[src/rtl/fetch_queue_pkg.sv]
// Shared definitions for the dual-issue fetch queue.
package fetch_queue_pkg;

  // Instruction word shown on slots that hold nothing (addi x0,x0,0).
  localparam logic [31:0] FQ_NOP = 32'h00000013;

  // One stored entry: instruction word plus its PC.
  localparam int FQ_ENTRY_W = 64;

  typedef struct packed {
    logic [31:0] inst;
    logic [31:0] pc;
  } fq_entry_t;

endpackage

[src/rtl/fetch_queue_ram.sv]
// Entry storage: DEPTH x {inst, pc}, two write ports, two async read ports.
// No reset; the owner masks unoccupied slots through its valid logic.
module fetch_queue_ram
  import fetch_queue_pkg::*;
#(
  parameter int DEPTH = 8,
  localparam int AW = $clog2(DEPTH)
) (
  input  logic            clock_i,
  input  logic            we0_i,
  input  logic [AW-1:0]   waddr0_i,
  input  fq_entry_t       wdata0_i,
  input  logic            we1_i,
  input  logic [AW-1:0]   waddr1_i,
  input  fq_entry_t       wdata1_i,
  input  logic [AW-1:0]   raddr0_i,
  input  logic [AW-1:0]   raddr1_i,
  output fq_entry_t       rdata0_o,
  output fq_entry_t       rdata1_o
);

  fq_entry_t mem_q [DEPTH];

  // Both write ports always target distinct slots (tail and tail+1).
  always_ff @(posedge clock_i) begin
    if (we0_i) mem_q[waddr0_i] <= wdata0_i;
    if (we1_i) mem_q[waddr1_i] <= wdata1_i;
  end

  assign rdata0_o = mem_q[raddr0_i];
  assign rdata1_o = mem_q[raddr1_i];

endmodule

[src/rtl/fetch_queue.sv]
// Dual-issue instruction queue between I-mem fetch and decode.
// Accepts a 64-bit two-instruction packet per cycle, presents the two oldest.
module fetch_queue
  import fetch_queue_pkg::*;
#(
  parameter int          DEPTH = 8,
  parameter logic [31:0] NOP   = FQ_NOP,
  localparam int AW = $clog2(DEPTH),
  localparam int CW = AW + 1
) (
  input  logic          clock_i,
  input  logic          reset_i,
  input  logic          fetch_valid_i,
  input  logic [31:0]   fetch_pc_i,
  input  logic [63:0]   fetch_data_i,
  output logic          ready_o,
  input  logic          flush_i,
  input  logic [1:0]    deq_i,
  output logic [31:0]   inst0_o,
  output logic [31:0]   inst1_o,
  output logic [31:0]   pc0_o,
  output logic [31:0]   pc1_o,
  output logic          valid0_o,
  output logic          valid1_o,
  output logic [CW-1:0] count_o
);

  logic [AW-1:0] head_q, head_d;
  logic [AW-1:0] tail_q, tail_d;
  logic [CW-1:0] count_q, count_d;

  logic          enq;
  logic          odd;
  logic [CW-1:0] enq_n;
  logic [CW-1:0] deq_req;
  logic [CW-1:0] deq_eff;

  logic          we0, we1;
  fq_entry_t     wdata0, wdata1;
  fq_entry_t     rdata0, rdata1;

  // Space for a full packet; registered count only, so no path from deq_i.
  assign ready_o = (count_q <= CW'(DEPTH - 2));

  // Enqueue/dequeue amounts and next pointer/count values.
  always_comb begin
    odd     = fetch_pc_i[2];
    enq     = fetch_valid_i && ready_o && !flush_i;
    enq_n   = '0;
    if (enq) enq_n = odd ? CW'(1) : CW'(2);
    // deq_i=3 is treated as 2; never pop more than is held.
    deq_req = (deq_i == 2'd0) ? '0 : (deq_i == 2'd1) ? CW'(1) : CW'(2);
    deq_eff = (deq_req > count_q) ? count_q : deq_req;
    head_d  = head_q + AW'(deq_eff);
    tail_d  = tail_q + AW'(enq_n);
    count_d = count_q + enq_n - deq_eff;
  end

  // Write-port steering: an odd-word packet stores only its second instruction.
  always_comb begin
    we0         = enq;
    we1         = enq && !odd;
    wdata0.inst = odd ? fetch_data_i[31:0] : fetch_data_i[63:32];
    wdata0.pc   = fetch_pc_i;
    wdata1.inst = fetch_data_i[31:0];
    wdata1.pc   = fetch_pc_i + 32'd4;
  end

  // Pointer and occupancy state; reset and flush both empty the queue.
  always_ff @(posedge clock_i) begin
    if (reset_i || flush_i) begin
      head_q  <= '0;
      tail_q  <= '0;
      count_q <= '0;
    end else begin
      head_q  <= head_d;
      tail_q  <= tail_d;
      count_q <= count_d;
    end
  end

  fetch_queue_ram #(.DEPTH(DEPTH)) u_ram (
    .clock_i  (clock_i),
    .we0_i    (we0),
    .waddr0_i (tail_q),
    .wdata0_i (wdata0),
    .we1_i    (we1),
    .waddr1_i (tail_q + AW'(1)),
    .wdata1_i (wdata1),
    .raddr0_i (head_q),
    .raddr1_i (head_q + AW'(1)),
    .rdata0_o (rdata0),
    .rdata1_o (rdata1)
  );

  // Issue view: mask slots beyond the occupancy with NOP / pc 0.
  always_comb begin
    valid0_o = (count_q != '0);
    valid1_o = (count_q >= CW'(2));
    inst0_o  = valid0_o ? rdata0.inst : NOP;
    pc0_o    = valid0_o ? rdata0.pc   : 32'd0;
    inst1_o  = valid1_o ? rdata1.inst : NOP;
    pc1_o    = valid1_o ? rdata1.pc   : 32'd0;
  end

  assign count_o = count_q;

endmodule

[config.mk]
export PLATFORM = sky130hd
export DESIGN_NAME = fetch_queue
export DESIGN_NICKNAME = d
export VERILOG_FILES = /design/src/rtl/fetch_queue_pkg.sv /design/src/rtl/fetch_queue_ram.sv /design/src/rtl/fetch_queue.sv
export SDC_FILE = /design/constraint.sdc
export NUM_CORES = 1
export LEC_CHECK = 0
export CORE_MARGIN = 5
export CORE_UTILIZATION = 50
export CTS_CLUSTER_DIAMETER = 200
export DETAILED_ROUTE_END_ITERATION = 8
export GPL_ROUTABILITY_DRIVEN = 0
export PLACE_DENSITY_LB_ADDON = 0.3
export SLEW_MARGIN = 20
export SYNTH_ARGS = -nofsm -noshare
export SYNTH_HDL_FRONTEND = slang
export SYNTH_SLANG_ARGS = --single-unit
export TNS_END_PERCENT = 5
[constraint.sdc]
create_clock -name clock_i -period 6.9 [get_ports clock_i]
set_input_delay 1.38 -clock clock_i [delete_from_list [all_inputs] [get_ports clock_i]]
set_output_delay 1.38 -clock clock_i [all_outputs]
set_load 0.03 [all_outputs]
==> results.yml, run 1 <==
outcome:
  outcome: "completed"
sta:
  slew_viol_final: 0
  setup_viol: 0
  worst_pin_slew_ns: 1.09
  fin_crit_ns: 5.54
  hold_viol: 0
  maxSlewHeadroom_pct: 27.0
  min_period_over_period_pct: 80.3
  max_freq_mhz: 180
  finClkSkew_ns: 0.0222
  holdWs_ns: 0.621
  rsz0062_at_grt: "no"
placed_design:
  io_buffers: 236
  place_hpwl_mm: 48.0
critical_path:
  start_kind: "flip-flop"
  worstReg2RegEnd: "u_ram.mem_q[2][6]"
  reg2reg_from: "count_o[3]"
  crit_type: "flip-flop to output pin"
  end_kind: "output pin"
  r2r_slack_ns: 3.15
  startpoint: "head_q[0]"
  crit_fanout: 55
  reg2reg_depth: 7
  cp.required_ns: 5.52
  cp.arrival_ns: 4.16
  crit_path_end: "pc1_o[4]"
drt:
  ant_nets: 0
  wl_met1_mm: 32.7
  vias_per_cell: 6.39
  drc: 0
  routedWlPerCell_um: 28.4
  vias: 18675
  wl_met2_mm: 41.2
  firstDrtPassIters: 6
  maxUsedRoutingLayer: "met5"
  met3_length_mm: 6.79
  first_iter_violations: 1772
  route.final.wire_length_mm: 83.0
clocking:
  cts_resized: 0
  clk_path_buf_depth: 3
  cts.sinks: 522
  cts_tree: "done"
  cts_setup_buffers: 0
  clk_latency_ns: 0.62
  cts_hold_buf: 0
  cts_buffers: 54
  cts_root_buf: "clkbuf_16"
  htreeDepth: 2
  clkTransAtPathRegs_ns: 0.07
synthesis:
  syn_area_um2: 30400
  ys_warn_count: 0
  syn_inst: 2041
  avgSynthCellArea_um2: 14.9
  yosysUniqueCellTypes: 46
  synth-seq-cells: 522
  synth_edf_count: 512
  synthFlopType: "edfxtp_1"
  syn_nets: 2161
  async_reset_ff_share_pct: 0
  seq_area_frac_synth_pct: 51.2
job:
  maxCapViolations: 0
grt:
  grtUsageTotal_pct: 24.8
  grt_pass1_wl_mm: 125
  grt_max_degree: 161
  overflow: 0
  grt_pass1_vias: 19618
  antenna_found_initial: 3
floorplanning:
  die_h_um: 257
  core_area_um2: 60400
  die_w_um: 257
  io_pins: 237
  rows: 90
  start_util_pct: 50.4
  die_area_um2: 65900
cells_and_area:
  final-seq-area_um2: 15600
  fillers: 4613
  final_util_pct: 57.9
  final_nets: 2217
  layout-drive-gt1-share_pct: 33.2
  synthToLayoutAreaGrowth_pct: 14.9
  multiInputGateArea_um2: 13800
pwr:
  peakVddDrop_mv: 0.258
  cellPowerDensity_nw_per_um2: 315
  p_leak_nw: 11.2
worst_hold_path:
  hp-class: "flip-flop to flip-flop"
==> logic make-up (layout without fill, tap and decap cells) <==
logic type	Yosys count	in the layout	share of synthesized area [%]
xor+xnor	121	121	3.48
mux	617	617	32.7
buf+inv	297	393	4.17
flops	522	522	51.2
fa+ha+maj	18	18	0.839
compound gates	77	77	1.35
simple gates	389	389	6.21
other cells	0	3	0
==> report_power, final <==
group,switching [mW],internal [mW],total (mW)
Sequential,0.0911,3.59,3.68
Clock,1.23,1.75,2.98
Combinational,2.63,1.73,4.36
Total,3.96,7.07,11.0
==> worst max-delay path, stage by stage (launching register included) <==
cell and delay (ns):
dfxtp_4 0.79, ha_4 0.88, buf_4 0.49, mux4_2 0.26, nand2_1 0.05, a21oi_1 0.31, clkdlybuf4s50_1 0.75
==> layout make-up <==
cell class	count	area share, %
sequential	522	44.6
multi-input combinational	1222	39.4
timing repair buffer	283	8.05
clock buffer	65	4.04
tap	782	2.80
clock inverter	31	0.999
inverter	14	0.150
antenna	3	0.0215
==> metal layers <==
layer | vias up | GRT usage, %
li1 | 8023 | -
met1 | 9680 | 33.1
met2 | 823 | 41.6
met3 | 147 | 5.32
met4 | 2 | 6.83
met5 | - | 0
==> state kept, by name, indices dropped and copies added, names as in the netlist <==
name and cells:
head_q 3, count_o 4, u_ram.mem_q 512, tail_q 3
==> per-stage QoR <==
step | area, µm² | setup WS [ns] | power (mW) | cells | setup TNS, ns
floorplan | 30400 | -0.463 | 6.38 | 2041 | -61.30
global placement | 33100 | 1.98 | 8.07 | 2821 | 0
detailed placement | 33200 | 1.96 | 8.12 | 2822 | 0
CTS | 34900 | 1.30 | 11.1 | 2918 | 0
global route | 35000 | 1.16 | 11.4 | 2920 | 0
finish | 35000 | 1.36 | 11.0 | 2922 | 0
==> worst min-delay path by stage <==
stage	startpoint	to	slack, ns	cells after the start
floorplan	tail_q[2]	tail_q[2]	0.55	2
global placement	tail_q[2]	tail_q[2]	0.58	2
detailed placement	tail_q[2]	tail_q[2]	0.59	2
CTS	tail_q[2]	tail_q[2]	0.61	2
global route	tail_q[2]	tail_q[2]	0.68	2
finish	tail_q[2]	tail_q[2]	0.62	2
==> synth_stat cells (56+ instances only) <==
master | n | area, µm²
clkbuf_1 | 179 | 672
a21oi_1 | 63 | 315
mux4_2 | 256 | 5770
edfxtp_1 | 512 | 15400
mux2_2 | 240 | 2700
xor2_1 | 116 | 1020
mux2i_1 | 65 | 651
buf_2 | 82 | 410
nand2_1 | 141 | 529
nor2_1 | 71 | 267
nor4_1 | 64 | 400
mux2_4 | 56 | 841
==> cell usage in the layout (no fill, tap or decap), drive strengths merged, types with 49 or more instances in the layout <==
cell type | synthesis | routed
clkdlybuf4s50 | 0 | 235
xor2 | 116 | 116
mux2i | 65 | 65
a21oi | 63 | 63
clkbuf | 185 | 65
mux2 | 296 | 296
nor4 | 64 | 64
mux4 | 256 | 256
edfxtp | 512 | 512
nand2 | 141 | 141
nor2 | 75 | 75
nor3 | 49 | 49
(Power assumes the default switching activity.)
==> run 2: changes to the inputs <==
==> constraint.sdc (replaced) <==
create_clock -name clock_i -period 4.5 [get_ports clock_i]
set_input_delay 0.9 -clock clock_i [delete_from_list [all_inputs] [get_ports clock_i]]
set_output_delay 0.9 -clock clock_i [all_outputs]
set_load 0.03 [all_outputs]
==> run 2 against run 1 <==
Register-to-register slack got worse by 1.9 ns. Worst setup slack got worse by 1.1 ns. Clock skew fell by 0.0046 ns. Flip-flop and latch count is the same. Count of clock-buffer cells in the layout grew 3. Final cell count increased by 0.75%. Highest routed layer unchanged. Clock power up 52%. Critical endpoint is now inst0_o[1]. Utilization grew 0.37 points. Total power is 54% higher.
==> results.yml, run 2 (synthesis gave the netlist of run 1 again) <==
critical_path:
  crit_type: "flip-flop to output pin"
  reg2reg_depth: 12
  max_stage_delay_ns: 0.90
  start_kind: "flip-flop"
  crit_fanout: 62
  end_kind: "output pin"
  slowest_stage: "and3_4"
  cp.arrival_ns: 3.30
  crit_chain: "inv_1, ha_1, and3_4, inv_1, nand2_1, clkdlybuf4s50_1"
  cp.required_ns: 3.60
  worst_path_most_repeated_cell: "inv_1"
clocking:
  cts_root_buf: "clkbuf_16"
  clk_path_buf_depth: 3
  htreeDepth: 2
  cts.sinks: 522
  cts_buffers: 56
  clkTransAtPathRegs_ns: 0.06
  cts_tree: "done"
  clk_latency_ns: 0.62
worst_hold_path:
  hold_depth: 2
  hp-class: "flip-flop to flip-flop"
drt:
  met3_length_mm: 6.67
  ant_nets: 0
  routedWlPerCell_um: 28.5
  route.final.wire_length_mm: 83.9
  firstDrtPassIters: 5
  vias: 19008
  first_iter_violations: 1696
  wl_met1_mm: 32.1
  drc: 0
  maxUsedRoutingLayer: "met5"
  wl_met2_mm: 43.1
  vias_per_cell: 6.46
sta:
  fin_ws_ns: 0.297
  min_period_over_period_pct: 93.4
  maxSlewHeadroom_pct: 26.2
  fin_crit_ns: 4.20
  worst_pin_slew_ns: 1.11
  setup_viol: 0
  finClkSkew_ns: 0.0176
  max_freq_mhz: 238
  rsz0062_at_grt: "no"
  hold_viol: 0
  slew_viol_final: 0
floorplanning:
  start_util_pct: 50.4
  io_pins: 237
  core_area_um2: 60400
  die_area_um2: 65900
  die_w_um: 257
  rows: 90
  die_h_um: 257
pwr:
  seqPwrFrac_pct: 33.0
  peakVddDrop_mv: 0.472
  p_comb_share_pct: 40.4
  p_leak_nw: 11.3
  total_power_mw: 16.9
  power.share.clock_pct: 26.7
  p_int_mw: 10.8
  cellPowerDensity_nw_per_um2: 481
  p_sw_share_pct: 36.2
  power_switching_mw: 6.13
job:
  maxCapViolations: 0
cells_and_area:
  final_common_cell: "edfxtp_1"
  largest_reg_flops: 512
  final_util_pct: 58.3
  synthToLayoutAreaGrowth_pct: 15.6
  fillers: 4666
  layout-drive-gt1-share_pct: 33.7
  top_register: "u_ram.mem_q"
  final_nets: 2236
  layout_common_cells: "edfxtp_1 (512), mux4_2 (256), mux2_2 (240)"
  final-seq-area_um2: 15600
  multiInputGateArea_um2: 13800
  stdcell_count: 2944
grt:
  antenna_found_initial: 3
  grtUsageTotal_pct: 25.2
  grt_max_degree: 97
  grt_pass1_wl_mm: 127
  grt_pass1_vias: 20137
  overflow: 0
placed_design:
  place_hpwl_mm: 49.4
  io_buffers: 236
  place_ws_ns: 0.477
  place_inst: 2840
outcome:
  outcome: "completed"
-- run 2: cell types whose count changed in the layout (fill, tap and decap cells not counted), sizes merged --
cell	change
buf	+17
clkinv	+6
bufinv	-3
clkbuf	+3
diode	-2
inv	+1
-- run 2: path summary, 6_finish.rpt --
check	from	to	slack, ns
worst max-delay path	count_o[2]	inst0_o[1]	0.30
worst max register to register	count_o[1]	count_o[3]	1.23
worst min register to register	tail_q[2]	tail_q[2]	0.59
worst min-delay path	tail_q[2]	tail_q[2]	0.59
-- run 2: worst max-delay path, delay by kind of cell (launching register included) --
family                     cells  cell delay [ns]
adders and majority gates      1             0.25
buffers and inverters          3             1.00
DFF                            1             0.38
and+or+nand+nor                2             1.02
-- run 2: final cells by class --
class                   count  area share, %
diodes                      1        0.00711
clock buffers              68           4.11
clock inverters            35          0.896
inverters                  14          0.149
multi-input cells        1222           39.1
flip-flops and latches    522           44.3
well taps                 782           2.78
repair buffers            300           8.65
-- run 2: stage by stage --
step	hold slack, ns	TNS, ns	cell area, µm²
6_report	0.590	0	35200
5_1_grt	0.622	0	35200
3_5_place_dp	0.580	0	33400
2_1_floorplan	0.549	-390.82	30400
4_1_cts	0.590	0	35200
3_3_place_gp	0.579	0	33400
-- run 2: power groups by stage --
stage                     combinational, mW  sequential (mW)  clock [mW]
final                                  6.84             5.59        4.52
after floorplan                        4.09             5.69           0
after detailed placement               6.87             5.69           0
after global placement                 6.81             5.67           0
after global routing                   7.19             5.60        4.78
after CTS                              6.90             5.58        4.56
-- run 2: timing repair --
action | in CTS | in global routing
gates resized for setup | 0 | 1
buffers inserted | 0 | 0
endpoints found under the setup margin | 0 | 1
hold buffers | 0 | 0
endpoints found under the hold margin | 0 | 0
-- run 2: metal layers --
metal	vias up	track usage, %
met5	-	0
met4	4	6.62
met3	136	4.45
met2	866	44.0
met1	9942	32.9
li1	8060	-
==> run 3: changes to the inputs <==
--- a/config.mk
+++ b/config.mk
@@ -5,6 +5,7 @@
 export SDC_FILE = /design/constraint.sdc
 export NUM_CORES = 1
 export LEC_CHECK = 0
+export CAP_MARGIN = 20
 export CORE_MARGIN = 5
 export CORE_UTILIZATION = 50
 export CTS_CLUSTER_DIAMETER = 200
==> results of run 3 <==
The final DEF is identical to that of run 2; final timing and power are the same.
